[config.mk]
export PLATFORM = sky130hd
export DESIGN_NAME = fila_circular
export DESIGN_NICKNAME = d
export VERILOG_FILES = /design/src/rtl/fila_circular.sv
export SDC_FILE = /design/constraint.sdc
export NUM_CORES = 1
export LEC_CHECK = 0
export CORE_MARGIN = 10
export CORE_UTILIZATION = 40
export CTS_CLUSTER_DIAMETER = 30
export DETAILED_ROUTE_END_ITERATION = 10
export PLACE_DENSITY = 0.59
export SYNTH_ARGS = -nofsm -noshare
export SYNTH_HDL_FRONTEND = slang
export SYNTH_SLANG_ARGS = --single-unit
[constraint.sdc]
create_clock -name clk_10KHz -period 2.63 [get_ports clk_10KHz]
set_clock_uncertainty 0.05 [all_clocks]
set_input_delay 0.3945 -clock clk_10KHz [delete_from_list [all_inputs] [get_ports clk_10KHz]]
set_output_delay 0.3945 -clock clk_10KHz [all_outputs]
set_load 0.005 [all_outputs]
[src/rtl/fila_circular.sv]
// Circular-buffer FIFO with read/write pointers, occupancy counter, registered status flags.
// Define FILA_ERR_FLAGS_EN to build the sticky overflow/underflow flags; otherwise both read 0.
module fila_circular #(
    parameter int DATA_W         = 8,
    parameter int DEPTH          = 8,
    parameter int ALMOST_FULL_TH = DEPTH - 2,
    parameter int LEN_W          = $clog2(DEPTH) + 1
) (
    input  logic              clk_10KHz,
    input  logic              reset,
    input  logic [DATA_W-1:0] data_in,
    input  logic              enqueue_in,
    input  logic              dequeue_in,
    input  logic              clear_in,
    output logic [DATA_W-1:0] data_out,
    output logic              valid_out,
    output logic [LEN_W-1:0]  len_out,
    output logic              empty_out,
    output logic              full_out,
    output logic              almost_full_out,
    output logic              overflow_out,
    output logic              underflow_out
);
    localparam int PTR_W = $clog2(DEPTH);

    logic [DATA_W-1:0] mem [DEPTH];
    logic [PTR_W-1:0]  wr_ptr;
    logic [PTR_W-1:0]  rd_ptr;
    logic              do_wr;
    logic              do_rd;
    logic [LEN_W-1:0]  len_next;

    // A dequeue is accepted only when non-empty; an enqueue on a full queue is
    // accepted only if a dequeue frees a slot in the same cycle. valid_out pulses
    // for exactly one cycle, the cycle after an accepted dequeue, with data_out.
    always_comb begin
        do_rd    = dequeue_in && !empty_out;
        do_wr    = enqueue_in && (!full_out || do_rd);
        len_next = len_out;
        if (clear_in)
            len_next = '0;
        else if (do_wr && !do_rd)
            len_next = len_out + LEN_W'(1);
        else if (do_rd && !do_wr)
            len_next = len_out - LEN_W'(1);
    end

    // Storage has no reset; pointers alone define which entries are live.
    always_ff @(posedge clk_10KHz) begin
        if (do_wr && !clear_in)
            mem[wr_ptr] <= data_in;
    end

    always_ff @(posedge clk_10KHz or negedge reset) begin
        if (!reset) begin
            wr_ptr          <= '0;
            rd_ptr          <= '0;
            len_out         <= '0;
            data_out        <= '0;
            valid_out       <= 1'b0;
            empty_out       <= 1'b1;
            full_out        <= 1'b0;
            almost_full_out <= 1'b0;
        end else begin
            valid_out <= 1'b0;
            if (clear_in) begin
                wr_ptr <= '0;
                rd_ptr <= '0;
            end else begin
                if (do_wr)
                    wr_ptr <= wr_ptr + PTR_W'(1);
                if (do_rd) begin
                    data_out  <= mem[rd_ptr];
                    rd_ptr    <= rd_ptr + PTR_W'(1);
                    valid_out <= 1'b1;
                end
            end
            // Flags are derived from the next occupancy so they change together with len_out.
            len_out         <= len_next;
            empty_out       <= (len_next == '0);
            full_out        <= (len_next == LEN_W'(DEPTH));
            almost_full_out <= (len_next >= LEN_W'(ALMOST_FULL_TH));
        end
    end

`ifdef FILA_ERR_FLAGS_EN
    always_ff @(posedge clk_10KHz or negedge reset) begin
        if (!reset) begin
            overflow_out  <= 1'b0;
            underflow_out <= 1'b0;
        end else if (clear_in) begin
            overflow_out  <= 1'b0;
            underflow_out <= 1'b0;
        end else begin
            if (enqueue_in && full_out && !dequeue_in)
                overflow_out <= 1'b1;
            if (dequeue_in && empty_out)
                underflow_out <= 1'b1;
        end
    end
`else
    assign overflow_out  = 1'b0;
    assign underflow_out = 1'b0;
`endif

endmodule

==> results by group, run 1 <==
Status
  – Status: complete, no violations

STA
  – Fin. max-slew vios: 0
  – RSZ-0062 raised after global routing: false
  – Final Hold Vio Count: 0
  – Crit path time final: 2.04 ns
  – Slew HR: 55.4%
  – Fmax: 489 MHz
  – Worst-Margin Slew: 0.669 ns
  – Final setup vio count: 0
  – Final worst path period share: 77.7%
  – Final setup TNS: 0 ns

Synthesis
  – Avg Cell Area, Syn: 17.1 um^2
  – Post-synth top cells: edfxtp_1, nor2_1, dfrtp_1
  – Largest cells by area after synthesis: edfxtp_1, dfrtp_1, mux4_2, mux2i_1, nor2_1
  – Synthesized area: 0.00350 mm^2
  – Asr flop ratio synth: 25.6%
  – Unique masters post-synth: 36
  – Leading cell type by number of instances after synthesis: edfxtp_1
  – Synth area leader: edfxtp_1
  – Synth top area share: 54.9%
  – Synthesis-stage register bit count: 86
  – Cells after Synth: 205
  – Post-synthesis sequential area ratio: 70.7%
  – EDFF count, synth: 64
  – Main synth FF type: edfxtp_1
  – Ys Warns: 0

CTS
  – CTS clk-pin slew, worst paths: 0.09 ns
  – CTS root buf: clkbuf_8
  – CTS buffer count: 9
  – Worst-skew pair later-pin latency: 0.35 ns
  – Clk sinks: 86
  – TritonCTS clock tree: done
  – Hold_buf cts: 0
  – Post-cts sizing count: 0
  – Clk buf depth: 2
  – CTS H-tree lvls: 3
  – Setup Buffers After CTS: 0

Drt
  – Routed WL: 6340 um
  – Routed wire length per instance: 17.3 um
  – Wire length on met3: 306 um
  – Initial DRT Pass Iterations: 4
  – Met2 wire len: 2960 um
  – DR DRC count: 0
  – Vias/cell: 4.91
  – Vias: 1796
  – Detailed Route Iter0 Violations: 60
  – Metal1 wirelength: 2940 um
  – Post-route ant nets: 0
  – Top sig layer: met4

Power
  – Sw frac: 26.6%
  – LEAKAGE: 1.47 nW
  – Logic pwr share: 22.5%
  – Maximum VDD drop: 0.298 mV
  – Sequential Power Share: 52.1%
  – Cell Int Power: 0.00235 W
  – Psw: 0.000854 W
  – P per Cell Area: 769 mW/mm^2
  – Clock network fraction of total power: 25.4%

Worst setup path
  – Worst path arrival time: 2.05 ns
  – Critical Path End Type: register
  – CP Max Fanout: 8
  – Critical path class: input port to register
  – Worst Path Required: 2.64 ns
  – CP startpoint kind: input port

Flow run
  – Max-Cap Viols: 0

Finish
  – Number of diodes: 0
  – Multi-input logic area: 940 um^2
  – Fillers: 731
  – Sequential Area: 0.00247 mm^2
  – Fin nets: 270
  – Final Core Density: 48.3%
  – Area grow syn2layout: 19.0%
  – Fraction of layout instances using a drive strength above 1: 22.5%

Floorplan
  – Die Wd: 114 um
  – Starting Density: 40.5%
  – I/O Pins: 31
  – Cell Rows: 34
  – Die Footprint: 0.0129 mm^2
  – Core ar.: 0.00864 mm^2
  – Die Y-Extent: 114 um

Place
  – Number of port buffers: 28
  – Hpwl dp: 4340 um
  – Gpl congestion: 0.797

Global route
  – Largest net degree at the start of global routing: 23
  – Global-route wire length before repair: 10400 um
  – Vias in the first global route: 1925
  – Total GRT Usage: 10.5%
  – Initial antenna violation count: 0
  – Total gr overflow: 0

Hold path
  – Hold WC Path Type: input port to asynchronous set/reset pin
[per-stage QoR]
step | hold slack [ns] | area (um^2) | instances | power (W) | setup slack, ns
CTS | 0.339 | 4170 | 366 | 0.00326 | 0.566
floorplan | 0.0489 | 3500 | 206 | 0.00213 | 0.438
global route | 0.360 | 4170 | 366 | 0.00340 | 0.454
finish | 0.338 | 4170 | 366 | 0.00321 | 0.586
global placement | 0.457 | 3990 | 350 | 0.00243 | 0.265
detailed placement | 0.468 | 3990 | 350 | 0.00244 | 0.192
[per-layer routing]
layer  vias to the layer above  track usage (%)
li1                        867                -
met1                       881             13.6
met5                         -                0
met3                        11             2.89
met4                         0             5.08
met2                        37             15.9
[placed cells by master (no fill, tap or decap), types with 6 or more instances in the layout]
| cell type | instances |
|---|---|
| dfrtp_1 | 21 |
| buf_4 | 19 |
| inv_1 | 6 |
| a21oi_1 | 9 |
| nor2_1 | 26 |
| clkbuf_8 | 9 |
| mux4_2 | 16 |
| clkdlybuf4s50_1 | 28 |
| edfxtp_1 | 64 |
| mux2i_1 | 10 |
[critical path: stages]
cell             delay (ns)
clkdlybuf4s50_1        0.54
and2b_1                0.24
o21ai_1                0.11
or3_1                  0.38
nor3_1                 0.17
buf_4                  0.21
[state kept, by name (all words and copies together), names as in the netlist]
name and flops:
valid_out 1, wr_ptr 3, len_out 4, empty_out 1, mem 64, data_out 8
rd_ptr 3, full_out 1, almost_full_out 1
[area by class of cell]
cell class                      instances  area share (%)
Tap cell                              108            3.24
Clock buffer                           10            3.06
Clock inverter                          6            1.11
Timing Repair Buffer                   47            10.1
Sequential cell                        86            59.4
Multi-Input combinational cell        103            22.5
Inverter                                6           0.540
[worst paths after layout]
check                       startpoint           to  slack [ns]  cells after the start
max                         dequeue_in    mem[0][6]        0.59                      6
min reg2reg                data_out[2]  data_out[2]        0.48                      2
max in group asynchronous        reset    empty_out        1.91                      2
max reg2reg                  empty_out    mem[7][6]        0.74                      7
min                              reset  data_out[1]        0.34                      2
min in group clk_10KHz     data_out[2]  data_out[2]        0.48                      2
[kinds of logic after synthesis]
logic type                 Yosys count  synth area share, %
muxes                               28                 14.2
adders and majority gates            4                 1.43
AOI/OAI and AO/OA                   16                 2.93
buffers and inverters               17                 2.61
xor gates and xnor gates             5                 1.25
DFF                                 86                 70.7
and+or+nand+nor                     48                 6.79
other                                1                0.107
[power groups by stage]
stage | Clock [W] | Sequential [W] | Combinational, W
floorplan | 0 | 0.00169 | 0.000441
global placement | 0 | 0.00170 | 0.000734
detailed placement | 0 | 0.00170 | 0.000739
CTS | 0.000848 | 0.00167 | 0.000742
global route | 0.000904 | 0.00169 | 0.000809
finish | 0.000815 | 0.00167 | 0.000722
No activity file was read; power rests on OpenSTA's default activity.
==> run 2, diff against run 1 <==
PLACE_DENSITY = 0.61   (was 0.59)
clock period = 1.8 ns   (was 2.63 ns; I/O delays follow)
==> results by group, run 2 (synthesized netlist as in run 1, its figures left out) <==
Status
  – Status: complete, no violations

STA
  – Final setup vio count: 0
  – RSZ-0062 raised after global routing: true
  – Fmax: 569 MHz
  – Final Hold Vio Count: 0
  – Final setup TNS: 0 ns
  – Crit path time final: 1.76 ns
  – Final worst path period share: 97.6%
  – Fin. max-slew vios: 0

Finish
  – Area grow syn2layout: 23.8%
  – Reg with most FFs: mem
  – Final Core Density: 50.2%
  – Most common cell after layout, fill and taps aside: edfxtp_1
  – Number of diodes: 0
  – Fin nets: 275
  – Cell Count, Final, Fillers Out: 371
  – Design area: 0.00434 mm^2
  – Fraction of layout instances using a drive strength above 1: 28.1%
  – Most frequent cells in the layout: edfxtp_1, clkdlybuf4s50_1, nor2_1
  – Largest register FFs: 64
  – Top flop regs: mem (64), data_out (8), len_out (4)

Drt
  – Vias: 1913
  – Initial DRT Pass Iterations: 4
  – Post-route ant nets: 0
  – Detailed Route Iter0 Violations: 121
  – Routed wire length per instance: 18.5 um
  – Routed WL: 6870 um
  – Vias/cell: 5.16
  – DR DRC count: 0

Global route
  – Total gr overflow: 0
  – Total GRT Usage: 11.1%
  – Met3 GRT Util: 3.88%
  – Routing usage on met2: 16.2%
  – Global-route wire length before repair: 11000 um
  – Most used routing layer: met2
  – Initial antenna violation count: 0
  – Largest net degree at the start of global routing: 23
  – Vias in the first global route: 1950
  – M1 GR Usage: 15.3%

CTS
  – TritonCTS clock tree: done
  – CTS root buf: clkbuf_8
  – Clk sinks: 86
  – CTS H-tree lvls: 3
  – Worst-skew pair later-pin latency: 0.35 ns
  – CTS clk-pin slew, worst paths: 0.09 ns
  – CTS buffer count: 9
  – Clk buf depth: 2

Worst setup path
  – Worst path arrival time: 1.98 ns
  – Critical path class: register to register
  – Critical Path End Type: register
  – CP startpoint kind: register
  – CP Max Fanout: 6
  – Worst Path Required: 2.02 ns

Power
  – P per Cell Area: 1130 mW/mm^2
  – Maximum VDD drop: 0.480 mV
  – Overall power: 0.00491 W
  – LEAKAGE: 1.55 nW

Place
  – Gpl congestion: 0.778
  – Hpwl dp: 4770 um
  – Cells after DPL: 354
  – Number of port buffers: 28
  – Placed cell areas: 0.00409 mm^2

Flow run
  – Max-Cap Viols: 0

Hold path
  – Hold WC Path Type: input port to asynchronous set/reset pin

Floorplan
  – Die Wd: 114 um
  – Starting Density: 40.5%
  – Die Y-Extent: 114 um
  – Cell Rows: 34
  – Die Footprint: 0.0129 mm^2
  – Core ar.: 0.00864 mm^2
  – I/O Pins: 31
run 2: cell types whose count changed in the layout (fill, tap and decap cells not counted), moves of 2 or more:
| cell | previous run | this run |
|---|---|---|
| nor2_4 | 0 | 2 |
| inv_8 | 0 | 2 |
| buf_12 | 0 | 3 |
| buf_6 | 0 | 2 |
| clkdlybuf4s50_1 | 28 | 26 |
| nor3_1 | 5 | 2 |
| nor3_2 | 1 | 3 |
| nor2_1 | 26 | 24 |
run 2: final cells by class:
type | instances | area [um^2]
inverter | 6 | 22.5
timing repair buffer | 52 | 507
sequential | 86 | 2470
clock inverter | 7 | 56.3
tap | 108 | 135
clock buffer | 9 | 124
fill | 716 | 4300
multi-input combinational | 103 | 1020
run 2: stage by stage:
stage / hold WS [ns] / setup WS (ns)
2_1_floorplan: -0.0756 / -0.0816
3_5_place_dp: 0.466 / -0.335
4_1_cts: 0.194 / 0.00307
5_1_grt: 0.223 / -0.0502
6_report: 0.205 / 0.0425
3_3_place_gp: 0.456 / -0.321
run 2: layer usage:
| metal | wire length (um) | vias up |
|---|---|---|
| li1 | - | 872 |
| met1 | 3200 | 976 |
| met2 | 3210 | 61 |
| met3 | 450 | 4 |
| met4 | 16 | 0 |
| met5 | 0 | - |
run 2: critical path: stages, from the launching register on:
cell      delay, ns
dfstp_2        0.54
buf_4          0.12
nand2b_4       0.16
mux2_4         0.33
mux2i_4        0.20
o211ai_2       0.14
nor4_2         0.13
run 2: worst paths after layout:
check | from | endpoint | slack [ns] | depth (start not counted)
max | empty_out | full_out | 0.04 | 6
min | reset | almost_full_out | 0.21 | 2
min in group clk_10KHz | dequeue_in | len_out[1] | 0.42 | 4
max reg2reg | empty_out | full_out | 0.04 | 6
max in group asynchronous | reset | empty_out | 1.21 | 2
min reg2reg | data_out[2] | data_out[2] | 0.48 | 2
run 2: report_power, final:
| part | leakage (nW) | internal, W | total, W | switching [W] |
|---|---|---|---|---|
| logic | 0.609 | 0.000716 | 0.00125 | 0.000539 |
| registers | 0.851 | 0.00232 | 0.00242 | 0.000103 |
| clock network | 0.0911 | 0.000520 | 0.00123 | 0.000713 |
| total | 1.55 | 0.00355 | 0.00491 | 0.00136 |
run 2: timing repair:
action	in CTS	in global routing
pin swaps	0	2
hold buffers	0	0
setup buffers	0	2
resized for setup	2	13
setup endpoints to repair	33	43
==> run 3, diff against run 2 <==
HOLD_SLACK_MARGIN = 0.06   (was unset)
==> results of run 3 <==
Same layout as run 2: the final DEF is identical, and so are final timing and power.
==> variant 1: new RTL, flow settings as in run 3 <==
The option `FILA_ERR_FLAGS_EN` is turned on by a define.
--- a/src/rtl/fila_circular.sv
+++ b/src/rtl/fila_circular.sv
@@ -2,2 +2,4 @@
 // Define FILA_ERR_FLAGS_EN to build the sticky overflow/underflow flags; otherwise both read 0.
+`define FILA_ERR_FLAGS_EN
+
 module fila_circular #(
Check against the original RTL: not equivalent (a bounded check fails within 4 cycles, from zero or initial values and one cycle with reset low).
==> variant 1 against run 3 <==
The run now ends with setup timing left. Sequential share of layout area shrank 1.8 points. Setup slack lost 0.062 ns. Clock power grew 7%. Final area grew 5.3%. Total power grew 3.4%. Wire length shrank 1.8%. Synthesized cell count grew 2.9%. Sequential cell count grew 2. Area after synthesis grew 1.4%. Critical path type unchanged.
==> variant 1: results (changes against run 3) <==
[outcome]
status=finished with violations
violations=setup timing

[pwr]
ir_worst_vdd_uv=521  ; +8.6%
p_leak_nw=1.62  ; +4.6%

[yosys]
ys_warn_count=0  ; unchanged
yosysUniqueCellTypes=39  ; +8.3%
synth_common_cells=edfxtp_1, nor2_1, dfrtp_1
synth_seq_area_share=0.711  ; +0.00439
synth_mux_area_frac=0.130  ; -0.0125
synth-compound-area-share=0.0321  ; +0.00277
synth_adder_area_share=0.0141  ; -0.000197
async_reset_ff_frac=0.273  ; +0.0169
ys.flop_type=edfxtp_1
synth_area_leaders=edfxtp_1, dfrtp_1, mux4_2
yosysTopAreaCell=edfxtp_1
synth-xor-area-share=0.0123  ; -0.000172
syn_area_per_cell_um2=16.8  ; -1.5%
synth-edff-count=64  ; unchanged

[timing]
slew_headroom=0.616
finalWorstSetupSlack_ns=-0.0193  ; -0.0618 ns
setup_violations=11  ; +11

[global_route]
antenna_found_initial=0  ; unchanged
grt_pass1_vias=2074  ; +6.4%
grtUsageTotal=0.109  ; -0.00261
grt_start_max_net_pins=25  ; +8.7%
grt_pass1_wl_mm=10.9  ; -1.1%

[clock_network]
clk_latency_ns=0.36
cts_buffers=9  ; unchanged
htree_levels=3  ; unchanged
clkTransAtPathRegs_ns=0.10
cts.path.max_buffers=2  ; unchanged
cts_root_buffer=clkbuf_8

[finish]
largest_registers=mem (64), data_out (8), len_out (4)
drive_gt1_frac=0.322  ; +0.0402
nets=295  ; +7.3%
diodes=0  ; unchanged
nFillCells=733  ; +2.4%

[placement]
portBuffers=30  ; +7.1%
placed_area_um2=4270  ; +4.4%
dp_cells=372  ; +5.1%
place_congestion=0.747  ; -4.0%
dpl_worst_slack_ns=-0.350  ; -0.0145 ns
dp_hpwl_mm=4.73  ; -0.91%

[worst_setup_path]
timing_worst_setup_path_type=reg -> reg
worst_ep_arrival_time_ns=1.89  ; -0.09 ns
timing.rr.end=mem[1][1]
cp-startpoint=empty_out
cp_max_fo=5  ; -1
reg2reg_depth=7  ; +1

[detailed_routing]
drt_iter0_markers=75  ; -38%
firstDrtPassIters=4  ; unchanged
vias_per_cell=5.01  ; -2.8%
routed_wl_mm=6.75  ; -1.8%
wire_per_inst_um=17.3  ; -6.9%

[min_path]
worstHoldPathType=in -> async

-- variant 1: worst min-delay path by stage --
stage / end / slack, ns / cells after the start
final: data_out[1] / 0.20 / 2
after floorplan: almost_full_out / -0.08 / 0
after global placement: underflow_out / 0.44 / 2
after detailed placement: underflow_out / 0.43 / 2
after CTS: data_out[4] / 0.20 / 2
after global routing: wr_ptr[2] / 0.23 / 2
-- variant 1: logic make-up (layout without fill, tap and decap cells) --
logic type	count (synthesis)	count (layout)
flops	88	88
xor+xnor	5	5
fa+ha+maj	4	4
compound gates	20	20
mux	26	26
buf+inv	16	88
simple gates	52	52
-- variant 1: what timing repair did --
action | in CTS | in global routing
pin swaps | 3 | 4
gates resized for setup | 6 | 18
hold buffers | 0 | 0
setup endpoints to repair | 47 | 65
buffers inserted | 1 | 2
-- variant 1: power by group --
part	internal [mW]	leakage [nW]	switching, mW	total [mW]
Sequential	2.37	0.880	0.115	2.48
Clock	0.544	0.0970	0.769	1.31
Combinational	0.741	0.646	0.542	1.28
Total	3.65	1.62	1.43	5.08
-- variant 1: routing by layer --
| layer | global-route usage | part of all wire | wire length [um] |
|---|---|---|---|
| met3 | 0.0246 | 0.041 | 277 |
| met1 | 0.142 | 0.46 | 3130 |
| met5 | 0 | 0 | 0 |
| met4 | 0.0476 | 0.016 | 107 |
| met2 | 0.170 | 0.48 | 3230 |
-- variant 1: worst max-delay path, stage by stage (launching register included) --
cell,delay (ns)
dfstp_2,0.57
and2b_2,0.25
o21ai_4,0.17
buf_6,0.14
nor2_4,0.04
nand2_4,0.11
nor3_2,0.06
buf_4,0.17
-- variant 1: through the flow --
step / setup TNS, ns / util / hold WS (ns)
2_1_floorplan: -1.03 / - / -0.0756
3_3_place_gp: -19.86 / 0.492 / 0.436
3_5_place_dp: -19.65 / 0.492 / 0.435
4_1_cts: 0 / 0.517 / 0.204
5_1_grt: -2.34 / 0.526 / 0.228
6_report: -0.131 / 0.526 / 0.199
-- variant 1: layout make-up --
type / instances / area share
multi-input cells: 107 / 0.230
clock buffers: 9 / 0.0271
clock inverters: 7 / 0.0159
well taps: 108 / 0.0296
repair buffers: 66 / 0.139
inverters: 6 / 0.00493
flip-flops and latches: 88 / 0.553
==> variant 2: new RTL, flow settings as in run 3 <==
Without the edit above. Change the parameter `DEPTH` from 8 to 4.
--- a/src/rtl/fila_circular.sv
+++ b/src/rtl/fila_circular.sv
@@ -4,3 +4,3 @@
     parameter int DATA_W         = 8,
-    parameter int DEPTH          = 8,
+    parameter int DEPTH          = 4,
     parameter int ALMOST_FULL_TH = DEPTH - 2,
Interface: changed (resized len_out); port bits go from 31 to 30. The function was not compared with the original's and may differ.
==> variant 2 against run 3 <==
Wire length decreased by 39%. Global-route usage decreased by 0.82 points. Setup slack improved by 0.031 ns. Total power decreased by 37%. Final area decreased by 38%. Cell count decreased by 34%. Clock power decreased by 48%. Count of clock-buffer cells in the layout decreased by 3. Area after synthesis decreased by 40%. Hold slack improved by 0.055 ns. Sequential cell count decreased by 35. Critical endpoint is now empty_out. Largest cell class unchanged.
==> variant 2: results (changes against run 3) <==
[outcome]
status=finished, final reports clean

[pwr]
ir_worst_vdd_uv=565  ; +18%
p_int_mw=2.28  ; -36%

[placement]
placed_area_um2=2590  ; -37%
dp_hpwl_mm=3.10  ; -35%

[global_route]
grt_pass1_vias=1288  ; -34%
grt.met1_usage=0.127  ; -0.0254
grt_pass1_wl_mm=6.84  ; -38%

[yosys]
yosysUniqueCellTypes=33  ; -8.3%
synth_common_cells=edfxtp_1, dfrtp_1, mux2_2, nor2_1, inv_1
syn_area_um2=2100  ; -40%
synth-edff-count=32  ; -50%
synth_seq_area_share=0.684  ; -0.0231

[finish]
multi_input_cells=61  ; -41%
nClkBuffers=6  ; -3
drive_gt1_frac=0.264  ; -0.0170
signal_buffers=47  ; -9.6%
clkCellAreaFrac=0.0315  ; -0.0100

[detailed_routing]
met3_length_um=226  ; -50%
vias_per_cell=4.91  ; -4.8%
wire_per_inst_um=17.1  ; -7.7%

[worst_setup_path]
cp_slowest_stage_delay_ns=0.59  ; +0.05 ns
r2r_setup_slack_ns=0.10  ; +0.06 ns

[clock_network]
clk_latency_ns=0.29  ; -0.06 ns
cts_resized=0  ; -2

==> variant 2: final timing paths <==
kind | from | endpoint | cells past startpoint
setup / recovery | empty_out | empty_out | 1
setup reg to reg | len_out[0] | almost_full_out | 7
max in group asynchronous | reset | empty_out | 2
hold / removal | reset | data_out[7] | 2
min in group clk_10KHz | data_out[4] | data_out[4] | 1
hold reg to reg | data_out[4] | data_out[4] | 1
==> variant 2: power groups by stage <==
stage / combinational, mW / clock, mW / sequential [mW]
6_report: 0.912 / 0.635 / 1.54
5_1_grt: 0.999 / 0.707 / 1.57
4_1_cts: 0.914 / 0.654 / 1.54
3_5_place_dp: 0.907 / 0 / 1.57
3_3_place_gp: 0.889 / 0 / 1.56
2_1_floorplan: 0.421 / 0 / 1.56
==> variant 2: worst reg2reg max path, stage by stage, from the launching register on <==
cell	delay (ns)
dfrtp_1	0.40
inv_1	0.07
ha_1	0.20
nor4bb_2	0.17
a31oi_1	0.20
mux2i_1	0.30
buf_4	0.15
nand2b_1	0.05
==> variant 2: logic make-up (layout without fill, tap and decap cells) <==
family | after synthesis | count (layout) | synth area share
mux | 19 | 19 | 0.152
simple gates | 25 | 25 | 0.0654
other cells | 1 | 2 | 0.00178
buf+inv | 12 | 62 | 0.0286
xor+xnor | 3 | 3 | 0.0125
fa+ha+maj | 6 | 6 | 0.0357
compound gates | 6 | 6 | 0.0202
flops | 51 | 51 | 0.684
==> variant 2: stage by stage <==
| step | TNS (ns) | cells | hold slack, ns |
|---|---|---|---|
| 2_1_floorplan | 0 | 124 | -0.0756 |
| 3_3_place_gp | -4.25 | 234 | 0.439 |
| 3_5_place_dp | -4.79 | 234 | 0.445 |
| 4_1_cts | 0 | 242 | 0.260 |
| 5_1_grt | -0.0654 | 244 | 0.281 |
| 6_report | 0 | 244 | 0.260 |
